==> src/rtl/ecc_check_encoder_if.sv <==
// Valid/ready bus between the data source, the check-bit encoder and the SEC decoder.
// master drives words in and takes codewords out; slave is the encoder side.
interface ecc_check_encoder_if;
  logic        id_in_valid;
  logic        id_in_ready;
  logic [31:0] id_din;
  logic        id_out_valid;
  logic        id_out_ready;
  logic [31:0] id_dout;
  logic [7:0]  id_cout;

  modport master (
    output id_in_valid,
    output id_din,
    output id_out_ready,
    input  id_in_ready,
    input  id_out_valid,
    input  id_dout,
    input  id_cout
  );

  modport slave (
    input  id_in_valid,
    input  id_din,
    input  id_out_ready,
    output id_in_ready,
    output id_out_valid,
    output id_dout,
    output id_cout
  );
endinterface

==> src/rtl/ecc_check_encoder.sv <==
// Two-stage check-bit encoder feeding the 32-bit SEC decoder, with handoff counter.
// Optional ECC_ERR_INJECT_EN adds a one-shot single-bit error injector.
module ecc_check_encoder #(
  parameter int CNT_W   = 16,
  parameter int CNT_SAT = 0
) (
  input  logic             id_clk,
  input  logic             id_rst,
  ecc_check_encoder_if.slave bus,
  output logic [CNT_W-1:0] id_cnt
`ifdef ECC_ERR_INJECT_EN
  ,
  input  logic             id_inj_req,
  input  logic [5:0]       id_inj_sel,
  output logic             id_inj_done
`endif
);

  localparam bit SAT = (CNT_SAT != 0);

  logic        s1_valid;
  logic [31:0] s1_data;
  logic        s2_adv;
  logic        out_hs;
  logic [7:0]  f;
  logic [7:0]  g;
  logic [7:0]  x;
  logic [7:0]  c;
  logic [31:0] enc_d;
  logic [7:0]  enc_c;

  assign s2_adv = s1_valid & (~bus.id_out_valid | bus.id_out_ready);
  assign out_hs = bus.id_out_valid & bus.id_out_ready;
  assign bus.id_in_ready = ~id_rst & (~s1_valid | s2_adv);

  // Nibble parities, pairwise mixed, then crossed with column parities.
  always_comb begin
    f = '0;
    x = '0;
    for (int i = 0; i < 8; i++) begin
      f[i] = ^s1_data[4*i +: 4];
    end
    for (int j = 0; j < 4; j++) begin
      x[j]   = s1_data[j]    ^ s1_data[j+4]
             ^ s1_data[j+8]  ^ s1_data[j+12];
      x[j+4] = s1_data[j+16] ^ s1_data[j+20]
             ^ s1_data[j+24] ^ s1_data[j+28];
    end
    g[0] = f[0] ^ f[1];
    g[1] = f[2] ^ f[3];
    g[2] = f[0] ^ f[2];
    g[3] = f[1] ^ f[3];
    g[4] = f[4] ^ f[5];
    g[5] = f[6] ^ f[7];
    g[6] = f[4] ^ f[6];
    g[7] = f[5] ^ f[7];
    c = x ^ {g[3:0], g[7:4]};
  end

`ifdef ECC_ERR_INJECT_EN
  logic        inj_pend;
  logic [5:0]  inj_sel_q;
  logic [39:0] flip;
  logic        fire;

  // Selects 40..63 shift the one out of range and flip nothing.
  assign flip  = inj_pend ? (40'd1 << inj_sel_q) : '0;
  assign fire  = s2_adv & inj_pend;
  assign enc_d = s1_data ^ flip[31:0];
  assign enc_c = c ^ flip[39:32];

  always_ff @(posedge id_clk) begin
    if (id_rst) begin
      inj_pend    <= 1'b0;
      inj_sel_q   <= '0;
      id_inj_done <= 1'b0;
    end else begin
      id_inj_done <= fire;
      if (id_inj_req) begin
        inj_pend  <= 1'b1;
        inj_sel_q <= id_inj_sel;
      end else if (fire) begin
        inj_pend  <= 1'b0;
      end
    end
  end
`else
  assign enc_d = s1_data;
  assign enc_c = c;
`endif

  always_ff @(posedge id_clk) begin
    if (id_rst) begin
      s1_valid <= 1'b0;
      s1_data  <= '0;
    end else if (bus.id_in_valid & bus.id_in_ready) begin
      s1_valid <= 1'b1;
      s1_data  <= bus.id_din;
    end else if (s2_adv) begin
      s1_valid <= 1'b0;
    end
  end

  always_ff @(posedge id_clk) begin
    if (id_rst) begin
      bus.id_out_valid <= 1'b0;
      bus.id_dout      <= '0;
      bus.id_cout      <= '0;
    end else if (s2_adv) begin
      bus.id_out_valid <= 1'b1;
      bus.id_dout      <= enc_d;
      bus.id_cout      <= enc_c;
    end else if (out_hs) begin
      bus.id_out_valid <= 1'b0;
    end
  end

  always_ff @(posedge id_clk) begin
    if (id_rst) begin
      id_cnt <= '0;
    end else if (out_hs) begin
      if (&id_cnt) begin
        id_cnt <= SAT ? id_cnt : '0;
      end else begin
        id_cnt <= id_cnt + 1'b1;
      end
    end
  end

endmodule

==> src/flat_wrapper.sv <==
// flat-port wrapper written by rule: the top's interface ports become plain ports
module ecc_check_encoder_flat 
#(
  parameter int CNT_W   = 16,
  parameter int CNT_SAT = 0
)
  (id_clk, id_rst, id_cnt, bus_id_in_valid, bus_id_din, bus_id_out_ready, bus_id_in_ready, bus_id_out_valid, bus_id_dout, bus_id_cout);
  ecc_check_encoder_if bus_i ();
  input  logic id_clk;
  input  logic id_rst;
  output logic [CNT_W-1:0] id_cnt;
  input wire logic [$bits(bus_i.id_in_valid)-1:0] bus_id_in_valid;
  input wire logic [$bits(bus_i.id_din)-1:0] bus_id_din;
  input wire logic [$bits(bus_i.id_out_ready)-1:0] bus_id_out_ready;
  output wire logic [$bits(bus_i.id_in_ready)-1:0] bus_id_in_ready;
  output wire logic [$bits(bus_i.id_out_valid)-1:0] bus_id_out_valid;
  output wire logic [$bits(bus_i.id_dout)-1:0] bus_id_dout;
  output wire logic [$bits(bus_i.id_cout)-1:0] bus_id_cout;
  assign bus_i.id_in_valid = bus_id_in_valid;
  assign bus_i.id_din = bus_id_din;
  assign bus_i.id_out_ready = bus_id_out_ready;
  assign bus_id_in_ready = bus_i.id_in_ready;
  assign bus_id_out_valid = bus_i.id_out_valid;
  assign bus_id_dout = bus_i.id_dout;
  assign bus_id_cout = bus_i.id_cout;
  ecc_check_encoder #(.CNT_W(CNT_W), .CNT_SAT(CNT_SAT)) u_core (.id_clk(id_clk), .id_rst(id_rst), .bus(bus_i), .id_cnt(id_cnt));
endmodule
==> config.mk <==
export PLATFORM = sky130hd
export DESIGN_NAME = ecc_check_encoder_flat
export DESIGN_NICKNAME = d
export VERILOG_FILES = /design/src/rtl/ecc_check_encoder_if.sv /design/src/rtl/ecc_check_encoder.sv /design/src/flat_wrapper.sv
export SDC_FILE = /design/constraint.sdc
export NUM_CORES = 1
export LEC_CHECK = 0
export CORE_AREA = 2 2 90 92
export DETAILED_ROUTE_END_ITERATION = 10
export DIE_AREA = 0 0 92 94
export PLACE_DENSITY_LB_ADDON = 0.12
export SYNTH_ARGS = -nofsm -noshare
export SYNTH_HDL_FRONTEND = slang
export SYNTH_SLANG_ARGS = --single-unit
==> constraint.sdc <==
create_clock -name id_clk -period 2.9 [get_ports id_clk]
set_input_delay 0.58 -clock id_clk [delete_from_list [all_inputs] [get_ports id_clk]]
set_output_delay 0.58 -clock id_clk [all_outputs]
set_load 0.01 [all_outputs]
==> flow_summary.ini <==
[cts]
cts-buffers-inserted = 9
root_buffer = sky130_fd_sc_hd__clkbuf_8
clock_sink_count = 90
clkTransAtPathRegs_ps = 80
cts_resized = 0
clkLatencyLatePin_ps = 360
h-tree-depth = 3
cts_setup_buffers = 0
cts_tree = done
postCtsHoldBufs = 0
ctsLongestPathBuffers = 2

[die]
chipWidth_um = 92
start_util = 0.528
floorplan.core_area_um2 = 7610
io_pins = 94
fp.dieArea_um2 = 8650
core.rowCount = 32
die_height_um = 94

[min_path]
hold_path_class = reg -> reg

[synth]
number_of_distinct_library_cell_variants_in_the_gate_level_netlist_after_synthesis = 33
synth_fp_nets = 502
synth-seq-cells = 90
synth_sequential_area_ratio = 0.448
ys.warnings.count = 0
syn-instance-count = 465
synth.cell_area_um2 = 4020
synthesis.area_per_instance_um2 = 8.65

[timing]
timing.hold.ws_ps = 455
fmax_mhz = 416
min_period_over_period = 0.829
fin_skew_ps = 8.66
maxSlewHeadroom = 0.686
setup_viol = 0
min_period_ps = 2400
rsz0062_at_grt = false
timing_worst_slew_pin_value_ps = 471
final_number_of_max_transition_violations = 0
hold_violations = 0
setup_tns_final_ps = 0
setup_ws_ps = 495

[setup_path]
critPathCaptureType = output port
crit_required_ps = 2320
critPathMostFrequentCell = sky130_fd_sc_hd__clkdlybuf4s50_1
ff2ff_setup_slack_ps = 1110
start_kind = primary input
critPathMaxFanout = 3
cp_cell_sequence = clkdlybuf4s50_1 -> nor2b_1 -> a21oi_1 -> clkdlybuf4s50_1
slowest_stage = sky130_fd_sc_hd__clkdlybuf4s50_1
slowest_delay_ps = 550
timing.critical_path.arrival_ps = 1820
worstSetupPathType = in -> out

[final_layout]
nets = 588
final_cell_mix = sky130_fd_sc_hd__nand2_1, sky130_fd_sc_hd__clkdlybuf4s50_1, sky130_fd_sc_hd__dfxtp_1, sky130_fd_sc_hd__a21oi_1, sky130_fd_sc_hd__xnor2_1
layout.cells.most_common = sky130_fd_sc_hd__nand2_1
areaGrowthSynthToFinish_pct = 31.3
post_route_cells_drive_above_1_share = 0.0541
fillCellCount = 639
antenna_cells = 0
post-route-cell-area_um2 = 5280

[power_and_ir_drop]
p_per_area_nw_per_um2 = 554
p_leak_nw = 1.87
vdd_ir_drop_max_uv = 290

[status]
run_status = completed

[global_route]
grt_max_degree = 44
overflow = 0
grt_pass1_vias = 3144
grt_use_total = 0.212
first_pass_grt_wire_length_mm = 14.6
grt_antenna_before_repair = 0

[placement]
post-dp-hpwl_mm = 6.30
placed_instance_area_um2 = 5050
place_congestion = 0.803
place.port_buffers = 93
pre_cts_slack_ps = 480

[routing]
wl_mm = 8.90
drt-initial-drc-count = 155
vias_after_detailed_routing = 3289
ant_nets = 0
routed_wire_length_per_instance_um = 13.5
drt_pre_antenna_iters = 4
viasPerCell = 5.01
remaining_drc_errors = 0

[run]
max_cap_violations = 0
## stage by stage
stage	cells	util	power, mW
4_1_cts	657	0.694	2.95
2_1_floorplan	465	-	1.78
3_5_place_dp	642	0.664	1.97
6_report	657	0.694	2.93
3_3_place_gp	642	0.664	1.96
5_1_grt	657	0.694	3.07
## cells by family (layout without fill, tap and decap cells)
group | count (synthesis) | after routing | synth area share
AND/OR/NAND/NOR | 185 | 185 | 0.217
flip-flops | 90 | 90 | 0.448
AO/OA/AOI/OAI | 94 | 94 | 0.129
buffers and inverters | 30 | 120 | 0.0317
XOR/XNOR | 65 | 65 | 0.171
adder cells (fa/ha/maj) | 1 | 1 | 0.00311
## critical path: cells and delay by family
kind / cells / cell delay (ps)
AO/OA/AOI/OAI: 1 / 140
buffers and inverters: 2 / 1040
AND/OR/NAND/NOR: 1 / 60
## worst paths after layout
check	start	endpoint	cells after the start
min	u_core.bus.id_dout[16]	u_core.bus.id_dout[16]	2
max reg2reg	u_core.id_cnt[3]	u_core.id_cnt[13]	4
min reg2reg	u_core.bus.id_dout[16]	u_core.bus.id_dout[16]	2
max	bus_id_out_ready	bus_id_in_ready	4
## metal layers
metal,GRT usage,up-vias,share of wire
met3,0.0482,15,0.047
li1,-,1696,-
met1,0.273,1500,0.46
met4,0.0808,0,0.021
met2,0.350,78,0.47
met5,0,-,0
## synth_stat cells
library cell	count	area, um^2
sky130_fd_sc_hd__nand2_1	106	398
sky130_fd_sc_hd__xnor2_2	1	16.3
sky130_fd_sc_hd__and4_1	2	17.5
sky130_fd_sc_hd__and2_1	3	18.8
sky130_fd_sc_hd__o21ai_0	37	185
sky130_fd_sc_hd__or3_1	3	18.8
sky130_fd_sc_hd__a21oi_1	44	220
sky130_fd_sc_hd__nand3_1	2	10.0
sky130_fd_sc_hd__nor2_1	18	67.6
sky130_fd_sc_hd__o31ai_1	2	15.0
sky130_fd_sc_hd__nand4_1	7	43.8
sky130_fd_sc_hd__buf_2	6	30.0
sky130_fd_sc_hd__ha_1	1	12.5
sky130_fd_sc_hd__nand2b_1	31	194
sky130_fd_sc_hd__buf_6	1	11.3
sky130_fd_sc_hd__clkbuf_1	19	71.3
sky130_fd_sc_hd__nand3_4	1	17.5
sky130_fd_sc_hd__or2b_1	3	22.5
sky130_fd_sc_hd__and2_0	1	6.26
sky130_fd_sc_hd__xnor2_1	43	377
sky130_fd_sc_hd__dfxtp_1	90	1800
sky130_fd_sc_hd__and3_1	3	18.8
sky130_fd_sc_hd__o311ai_0	1	8.76
sky130_fd_sc_hd__a211oi_1	4	30.0
sky130_fd_sc_hd__a211oi_2	2	25.0
sky130_fd_sc_hd__xor2_1	13	114
sky130_fd_sc_hd__o21bai_2	1	11.3
sky130_fd_sc_hd__o21a_1	3	22.5
sky130_fd_sc_hd__xnor3_1	8	180
sky130_fd_sc_hd__nor2b_1	2	12.5
sky130_fd_sc_hd__inv_1	4	15.0
sky130_fd_sc_hd__or4_1	2	15.0
sky130_fd_sc_hd__nand4_2	1	12.5
## where the power goes
| part | total, mW | switching [mW] | internal (mW) |
|---|---|---|---|
| Combinational | 0.571 | 0.218 | 0.353 |
| Sequential | 1.36 | 0.0669 | 1.30 |
| Clock | 0.991 | 0.423 | 0.568 |
| Total | 2.93 | 0.708 | 2.22 |
## sequential cells by signal (all words and copies together) (netlist names)
name and flops:
u_core.bus.id_dout 32, u_core.enc_d 32, u_core.id_cnt 16, u_core.bus.id_cout 8, u_core.bus.id_out_valid 1, u_core.s1_valid 1
## area by class of cell
class	count	area, um^2	area share
Clock buffer	10	128	0.0242
Tap cell	102	128	0.0242
Clock inverter	5	104	0.0197
Sequential cell	90	1800	0.341
Timing Repair Buffer	101	998	0.189
Multi-Input combinational cell	345	2110	0.399
Inverter	4	15.0	0.00284
No activity file was read; power rests on OpenSTA's default activity.
